`config.mk`:
```
export PLATFORM = sky130hd
export DESIGN_NAME = spi_cmd_decoder
export DESIGN_NICKNAME = d
export VERILOG_FILES = /design/src/rtl/spi_cmd_decoder.sv
export SDC_FILE = /design/constraint.sdc
export NUM_CORES = 1
export LEC_CHECK = 0
export ABC_AREA = 0
export CORE_UTILIZATION = 45
export DETAILED_ROUTE_END_ITERATION = 8
export PLACE_DENSITY = 0.74
export SYNTH_ARGS = -nofsm -noshare
export SYNTH_HDL_FRONTEND = slang
export SYNTH_SLANG_ARGS = --single-unit
export TNS_END_PERCENT = 50
```
`constraint.sdc`:
```
create_clock -name clk -period 2.4 [get_ports clk]
set_clock_uncertainty 0.15 [all_clocks]
set_input_delay 0.48 -clock clk [delete_from_list [all_inputs] [get_ports clk]]
set_output_delay 0.48 -clock clk [all_outputs]
set_load 0.05 [all_outputs]
```
`src/rtl/spi_cmd_decoder.sv`:
```
// spi_cmd_decoder: turns completed SPI command words into config writes, reset pulses and operation launches.
// Optional build macro SPI_CMD_PARITY_EN adds an even-parity check on bit 0 of every word.
module spi_cmd_decoder #(
    parameter int BITS_SPI     = 32,
    parameter int NUM_BUFBYTES = 10,
    parameter int RST_PULSE    = 4
) (
    input  logic                      clk,
    input  logic                      rst_n_spi,
    input  logic                      spi_busy,
    input  logic [BITS_SPI-1:0]       spi_word,
    output logic [BITS_SPI-1:0]       spi_resp,
    output logic [8*NUM_BUFBYTES-1:0] cfg_regs,
    output logic                      rst_dly,
    output logic                      rst_pixel,
    output logic                      rst_analog,
    output logic                      op_start,
    output logic [1:0]                op_sel,
    input  logic                      op_done,
    output logic [3:0]                state
);

    typedef enum logic [3:0] {
        ST_IDLE         = 4'h0,
        ST_RESET_DLY    = 4'h4,
        ST_RESET_PIXEL  = 4'h5,
        ST_RESET_ANALOG = 4'h6,
        ST_DLY_CALIB    = 4'h8,
        ST_PIXEL_CALIB  = 4'h9,
        ST_MAIN_WORK    = 4'hA,
        ST_ERR          = 4'hF
    } state_t;

    localparam logic [3:0] CMD_SET = 4'h2;
    localparam logic [3:0] CMD_GET = 4'h3;
    localparam int         PW      = $clog2(RST_PULSE + 1);

    state_t          cur, nxt, prev_st, cmd_st;
    logic            busy_s1, busy_s2, busy_h, word_valid, upd_q;
    logic [3:0]      cmd, addr, last_cmd;
    logic [7:0]      data, resp_data, err_cnt, seq_cnt;
    logic            addr_ok, cmd_ok, cmd_op, par_err, bad, exec, err_inc, is_rst, is_op;
    logic [PW-1:0]   pcnt;
    logic [7:0]      cfg_mem [NUM_BUFBYTES];
    logic            unused_bits;

    assign cmd         = spi_word[31:28];
    assign addr        = spi_word[27:24];
    assign data        = spi_word[23:16];
    assign unused_bits = ^spi_word[15:0];
    assign word_valid  = busy_h & ~busy_s2;
    assign addr_ok     = 32'(addr) < NUM_BUFBYTES;
    assign cmd_ok      = cmd inside {4'h1, 4'h2, 4'h3, 4'h4, 4'h5, 4'h6, 4'h8, 4'h9, 4'hA};
    assign cmd_op      = cmd inside {4'h8, 4'h9, 4'hA};
    assign cmd_st      = (cmd inside {4'h4, 4'h5, 4'h6, 4'h8, 4'h9, 4'hA}) ? state_t'(cmd) : ST_IDLE;
    assign is_rst      = cur inside {ST_RESET_DLY, ST_RESET_PIXEL, ST_RESET_ANALOG};
    assign is_op       = cur inside {ST_DLY_CALIB, ST_PIXEL_CALIB, ST_MAIN_WORK};

`ifdef SPI_CMD_PARITY_EN
    assign par_err = ^spi_word;
`else
    assign par_err = 1'b0;
`endif

    assign bad = par_err | ~cmd_ok | (((cmd == CMD_SET) | (cmd == CMD_GET)) & ~addr_ok);

    // two-flop synchroniser for the sclk-domain busy flag plus one history flop for edge detect
    always_ff @(posedge clk or negedge rst_n_spi)
        if (!rst_n_spi) {busy_s1, busy_s2, busy_h} <= '0;
        else {busy_s1, busy_s2, busy_h} <= {spi_busy, busy_s1, busy_s2};

    // state register with the pulse-width counter that times the reset states
    always_ff @(posedge clk or negedge rst_n_spi)
        if (!rst_n_spi) begin
            cur     <= ST_IDLE;
            prev_st <= ST_IDLE;
            pcnt    <= '0;
        end else begin
            cur     <= nxt;
            prev_st <= cur;
            pcnt    <= is_rst ? pcnt + 1'b1 : '0;
        end

    // next state: pulse timeout, op completion and error recovery first, then decode of an idle-time word
    always_comb begin
        nxt     = cur;
        exec    = 1'b0;
        err_inc = 1'b0;
        if (is_rst && 32'(pcnt) == RST_PULSE - 1) nxt = ST_IDLE;
        if (is_op && op_done) nxt = ST_IDLE;
        if (cur == ST_ERR) nxt = ST_IDLE;
        if (word_valid) begin
            err_inc = (cur != ST_IDLE) | bad;
            exec    = (cur == ST_IDLE) & ~bad;
            if (cur == ST_IDLE) nxt = bad ? ST_ERR : cmd_st;
        end
    end

    // per-word bookkeeping: counters, config writes, readback data and the op launch strobe
    always_ff @(posedge clk or negedge rst_n_spi)
        if (!rst_n_spi) begin
            cfg_mem   <= '{default: '0};
            last_cmd  <= '0;
            resp_data <= '0;
            err_cnt   <= '0;
            seq_cnt   <= '0;
            op_start  <= 1'b0;
        end else begin
            if (word_valid) begin
                seq_cnt   <= seq_cnt + 8'd1;
                last_cmd  <= cmd;
                resp_data <= (exec && cmd == CMD_GET) ? cfg_mem[addr] : 8'h00;
            end
            if (err_inc && err_cnt != 8'hFF) err_cnt <= err_cnt + 8'd1;
            if (exec && cmd == CMD_SET) cfg_mem[addr] <= data;
            op_start <= exec & cmd_op;
        end

    // response word refreshes one clock after a decode and whenever the state changes
    always_ff @(posedge clk or negedge rst_n_spi)
        if (!rst_n_spi) begin
            upd_q    <= 1'b0;
            spi_resp <= '0;
        end else begin
            upd_q <= word_valid;
            if (upd_q || cur != prev_st) spi_resp <= {cur, last_cmd, resp_data, err_cnt, seq_cnt};
        end

    for (genvar i = 0; i < NUM_BUFBYTES; i++) begin : g_cfg
        assign cfg_regs[8*i +: 8] = cfg_mem[i];
    end

    assign state      = cur;
    assign rst_dly    = cur == ST_RESET_DLY;
    assign rst_pixel  = cur == ST_RESET_PIXEL;
    assign rst_analog = cur == ST_RESET_ANALOG;
    assign op_sel     = cur == ST_DLY_CALIB   ? 2'b01 :
                        cur == ST_PIXEL_CALIB ? 2'b10 :
                        cur == ST_MAIN_WORK   ? 2'b11 : 2'b00;

endmodule

```
==> results of run 1 <==
-- area by class of cell --
type                    count  area (um2)
multi-input cells         321        2899
flip-flops and latches    156        3908
repair buffers            187        1933
clock buffers              21       470.5
fillers                  1133        5157
inverters                   4       15.01
well taps                 184       230.2
clock inverters            11       141.4
-- state kept, by name (all words and copies together) (netlist names) --
name       cells
busy_s2        1
op_start       1
busy_s1        1
prev_st        4
upd_q          1
last_cmd       4
cfg_regs      80
spi_resp      32
seq_cnt        8
resp_data      8
err_cnt        8
pcnt           3
busy_h         1
state          4
-- through the flow --
step,instances,instance area (um2),setup TNS (ns)
2_1_floorplan,515,6944,-1.887
3_3_place_gp,851,8954,-14.49
3_5_place_dp,851,8954,-18.13
4_1_cts,884,9578,0
5_1_grt,884,9597,0
6_report,884,9597,0
-- worst max-delay path: cells and delay by family (launching register included) --
kind | cells | cell delay [ns]
AND/OR/NAND/NOR | 2 | 0.53
flip-flops | 1 | 0.40
buffers and inverters | 2 | 0.34
-- worst max-delay path by stage --
stage / depth (start not counted) / to / slack, ns
final: 4 / rst_pixel / 0.08
after detailed placement: 5 / cfg_regs[56]$_DFFE_PN0P_ / -0.29
after CTS: 2 / state[2] / 0.0001
after global routing: 4 / rst_pixel / 0.01
after floorplan: 3 / rst_pixel / -0.48
after global placement: 5 / cfg_regs[58]$_DFFE_PN0P_ / -0.23
-- report_power, final --
group	internal [mW]	switching [mW]	total [mW]
Sequential	3.04	0.305	3.35
Combinational	1.21	1.78	3.00
Clock	1.71	1.04	2.76
Total	5.97	3.13	9.11
-- placed cells by master, fill, tap and decap left out, types with 9 or more instances in the layout --
cell               n
clkdlybuf4s50_1  130
mux2_2           126
mux4_2             9
buf_4             35
nand2_1           37
dfrtp_1          153
nor2_1            18
xor2_1            10
buf_12            15
xnor2_1           10
clkbuf_16         17
-- timing repair --
action / 4_1_cts / 5_1_grt
hold buffers: 1 / 0
setup endpoints to repair: 3 / 82
gates cloned: 0 / 0
gates resized for setup: 3 / 5
buffers inserted: 0 / 0
hold endpoints to repair: 28 / 0
-- routing by layer --
| metal | vias up | global-route usage, % |
|---|---|---|
| met1 | 2490 | 28.90 |
| met3 | 29 | 7.774 |
| met4 | 0 | 8.859 |
| met2 | 151 | 38.40 |
| li1 | 2208 | - |
| met5 | - | 0 |
-- logic make-up after synthesis --
group	count (synthesis)
DFF	156
muxes	144
and+or+nand+nor	107
AOI/OAI and AO/OA	46
buffers and inverters	38
xor gates and xnor gates	20
adders and majority gates	4
==> impl_metrics.tcl, run 1 <==
set metrics [dict create \
    status "finished, final reports clean" \
    yosys_warnings 0 \
    utilization_pct 65.04 \
    gp_congestion 0.8237 \
    cp-start-kind "flop" \
    synth.avg_cell_area_um2 13.41 \
    dp_slack_ns -0.2906 \
    vias 4878 \
    diodes 0 \
    synth_most_common_cell "dfrtp_1" \
    viasPerCell 5.518 \
    synth_nets 555 \
    cts_buffer_depth 2 \
    critical_path_class "flop to output pin" \
    synthAdderAreaFrac_pct 0.7248 \
    grt_setup_unrepaired "no" \
    antenna_found_initial 0 \
    synth_top_family_by_area "multiplexers" \
    grt_max_degree 52 \
    setup_ws_ns 0.08443 \
    area_growth_pct 38.97 \
    first_pass_iters 4 \
    startpoint "state[3]$_DFF_PN0_" \
    path_clk_slew_ns 0.06 \
    cp_max_fo 12 \
    netlist_area_um2 6905 \
    finalSetupViolations 0 \
    die-width_um 125.9 \
    hold_path.class "flop to flop" \
    crit_required_ns 1.77 \
    max_freq_mhz 431.9 \
    synth_top_area_share_pct 56.53 \
    finalPower_mw 9.105 \
    power_leakage_nw 4.445 \
    ioPinCount 158 \
    wl_met2_mm 8.557 \
    clkLatencyLatePin_ns 0.42 \
    grt_pass1_vias 5207 \
    drt-met1-wl_mm 7.266 \
    yosys.area_share.xor_xnor_pct 2.537 \
    yosys_most_used_dff "dfrtp_1" \
    slowest_stage "dfrtp_2" \
    routed_wirelength_mm 17.44 \
    core_um2 14750 \
    gr-usage-all-layers_pct 23.44 \
    final-max-slew-violation-count 0 \
    power.density_nw_per_um2 948.8 \
    htreeDepth 4 \
    cts_tree "done" \
    start_util_pct 46.80 \
    drive_gt1_share_pct 33.29 \
    cts_buffers 17 \
    hpwl_mm 11.89 \
    drtAntennaViolNets 0 \
    io_buffer_count 141 \
    hold_start "busy_s1$_DFF_PN0_" \
    synth_compound_area_share_pct 4.856 \
    rr_worst_depth 5 \
    min_period_over_period_pct 96.48 \
    clock_sinks 156 \
    synth_common_cells "dfrtp_1 (156), mux2_2 (127), nand2_1 (37)" \
    synth-simple-area-share_pct 8.407 \
    dr_wl_met3_mm 1.201 \
    routed.top_layer "met4" \
    synth_seq_cells 156 \
    yosysTopAreaCell "dfrtp_1" \
    synthArstFlopShare_pct 100.0 \
    grt_overflow_total 0 \
    critPathCaptureType "output pin" \
    drt_iter0_drc 242 \
    period_minus_slack_ns 2.316 \
    synth_cell_types 45 \
    ff2ff_setup_slack_ns 0.13 \
    layout.nets 727 \
    synth_edf_count 0 \
    wire_per_inst_um 19.73 \
    rr_endpoint "cfg_regs[73]$_DFFE_PN0P_" \
    drcViolationCount 0 \
    finalHoldViolations 0 \
    max_stage_delay_ns 0.40 \
    min_path_cells 0 \
    grt_pass1_wl_mm 28.18 \
    cts-root-buf "clkbuf_16" \
    synth.yosys.seq_area_share_pct 56.53 \
    rr_startpoint "state[1]$_DFF_PN0_" \
    crit_chain "buf_4 > nand2b_1 > nor3b_2 > buf_12" \
    hold_slack_ns 0.1984 \
    rows 44 \
    synth.area.mux_share_pct 24.81 \
    worst_pin_slew_ns 0.5975 \
    netlist_instances 515 \
    dieArea_um2 15840 \
    die_y_um 125.9 \
    hold_end "busy_s2$_DFF_PN0_" \
    relSlewSlack_pct 60.04 \
    netlist_top_cells_area "dfrtp_1 (57%), mux2_2 (21%), mux4_2 (2.9%)" \
    cp.arrival_ns 1.69 \
    max-vdd-ir-drop_mv 0.6324 \
    cap_violations 0 \
]
(Power assumes the default switching activity.)
==> inputs of run 2 (changes only) <==
--- a/config.mk
+++ b/config.mk
@@ -6,9 +6,11 @@
 export NUM_CORES = 1
 export LEC_CHECK = 0
 export ABC_AREA = 0
-export CORE_UTILIZATION = 45
+export CELL_PAD_IN_SITES_DETAIL_PLACEMENT = 0
+export CELL_PAD_IN_SITES_GLOBAL_PLACEMENT = 2
+export CORE_UTILIZATION = 30
 export DETAILED_ROUTE_END_ITERATION = 8
-export PLACE_DENSITY = 0.74
+export PLACE_DENSITY = 0.73
 export SYNTH_ARGS = -nofsm -noshare
 export SYNTH_HDL_FRONTEND = slang
 export SYNTH_SLANG_ARGS = --single-unit
==> impl_metrics.tcl, run 2 (synthesis results as in run 1) <==
set metrics [dict create \
    die-width_um 153.7 \
    finalPower_mw 9.116 \
    max-vdd-ir-drop_mv 0.4256 \
    cts_buffer_depth 2 \
    gp_congestion 0.7860 \
    io_buffer_count 141 \
    first_pass_iters 8 \
    dieArea_um2 23630 \
    setup_ws_ns 0.08239 \
    clkLatencyLatePin_ns 0.43 \
    min_period_over_period_pct 96.57 \
    critPathCaptureType "output pin" \
    grt_max_degree 47 \
    crit_required_ns 1.77 \
    rows 55 \
    start_util_pct 30.59 \
    core_um2 22570 \
    htreeDepth 4 \
    finalSetupViolations 0 \
    final_cells 988 \
    drcViolationCount 0 \
    max_freq_mhz 431.5 \
    final_common_cell "dfrtp_1" \
    vias 4793 \
    cp_max_fo 3 \
    final_cell_mix "dfrtp_1 (153), clkdlybuf4s50_1 (129), mux2_2 (126), buf_4 (43), nand2_1 (37)" \
    power.density_nw_per_um2 940.1 \
    critical_path_class "flop to output pin" \
    max_stage_delay_ns 0.88 \
    grt_overflow_total 0 \
    largest_reg_flops 80 \
    placed_cell_area_um2 9050 \
    slowest_stage "clkdlybuf4s50_1" \
    utilization_pct 42.96 \
    crit_chain "clkdlybuf4s50_1" \
    cp-start-kind "flop" \
    cts_buffers 17 \
    drt_iter0_drc 219 \
    period_minus_slack_ns 2.318 \
    crit_buf_inv 1 \
    crit_family "buffers and inverters" \
    hpwl_mm 13.34 \
    drive_gt1_share_pct 33.85 \
    finalHoldViolations 0 \
    post-place-cells 955 \
    antenna_found_initial 0 \
    cts_tree "done" \
    die_y_um 153.7 \
    routed_wirelength_mm 18.78 \
    grt_setup_unrepaired "no" \
    area_growth_pct 40.42 \
    stdcell_area_um2 9697 \
    path_clk_slew_ns 0.06 \
    status "finished, final reports clean" \
    cp.arrival_ns 1.69 \
    ioPinCount 158 \
    fill_cells 2075 \
    final-max-slew-violation-count 0 \
    cts-root-buf "clkbuf_16" \
    wire_per_inst_um 19.01 \
    hold_slack_ns 0.2018 \
    power_leakage_nw 4.426 \
    cap_violations 0 \
    relSlewSlack_pct 60.11 \
    grt_pass1_wl_mm 29.84 \
    worst_pin_slew_ns 0.5964 \
    diodes 0 \
    fin_tns_setup_ns 0 \
    grt_pass1_vias 5091 \
    viasPerCell 4.851 \
    gr-usage-all-layers_pct 16.78 \
    dp_slack_ns -0.2853 \
    layout.nets 730 \
    clock_sinks 156 \
    hold_path.class "flop to flop" \
    drtAntennaViolNets 0 \
]
==> run 2: cell types whose count changed in the layout (fill, tap and decap cells not counted), moves of 2 or more <==
cell	change
buf_4	+8
clkinv_2	-5
buf_12	-4
inv_8	+3
clkinvlp_4	+2
inv_6	+2
==> run 2: per-layer routing <==
layer	routed length, um	track usage (%)	vias to the layer above
li1	-	-	2222
met1	8107	20.81	2418
met2	9093	27.53	129
met3	1245	5.383	24
met4	333	5.619	0
met5	0	0	-
==> run 2: timing repair <==
item,in CTS,in global routing
gates cloned,0,0
resized for setup,6,2
setup endpoints to repair,19,2
buffers inserted,0,0
pin swaps,0,1
hold buffers,1,0
hold endpoints to repair,41,0
==> run 2: worst paths after layout <==
kind	slack (ns)	start	depth (start not counted)	endpoint
max	0.08	cfg_regs[14]$_DFFE_PN0P_	1	cfg_regs[14]
min	0.20	busy_s1$_DFF_PN0_	0	busy_s2$_DFF_PN0_
max reg2reg	0.14	state[1]$_DFF_PN0_	5	cfg_regs[28]$_DFFE_PN0P_
min reg2reg	0.20	busy_s1$_DFF_PN0_	0	busy_s2$_DFF_PN0_
max in group asynchronous	0.98	rst_n_spi	3	cfg_regs[72]$_DFFE_PN0P_
min in group asynchronous	0.39	rst_n_spi	2	spi_resp[31]$_DFFE_PN0P_
==> run 2: power breakdown <==
part	switching, mW	leakage [nW]	internal (mW)
logic	1.76	2.05	1.19
clock network	1.17	0.299	1.65
registers	0.302	2.08	3.04
==> run 2: cell type report <==
class                           instances  area, um2  area share (%)
Timing Repair Buffer                  190       1899           19.59
Clock buffer                           20      466.7           4.813
Clock inverter                         12      152.6           1.574
Inverter                                4      15.01          0.1548
Tap cell                              285      356.6           3.677
Sequential cell                       156       3908           40.30
Multi-Input combinational cell        321       2899           29.90
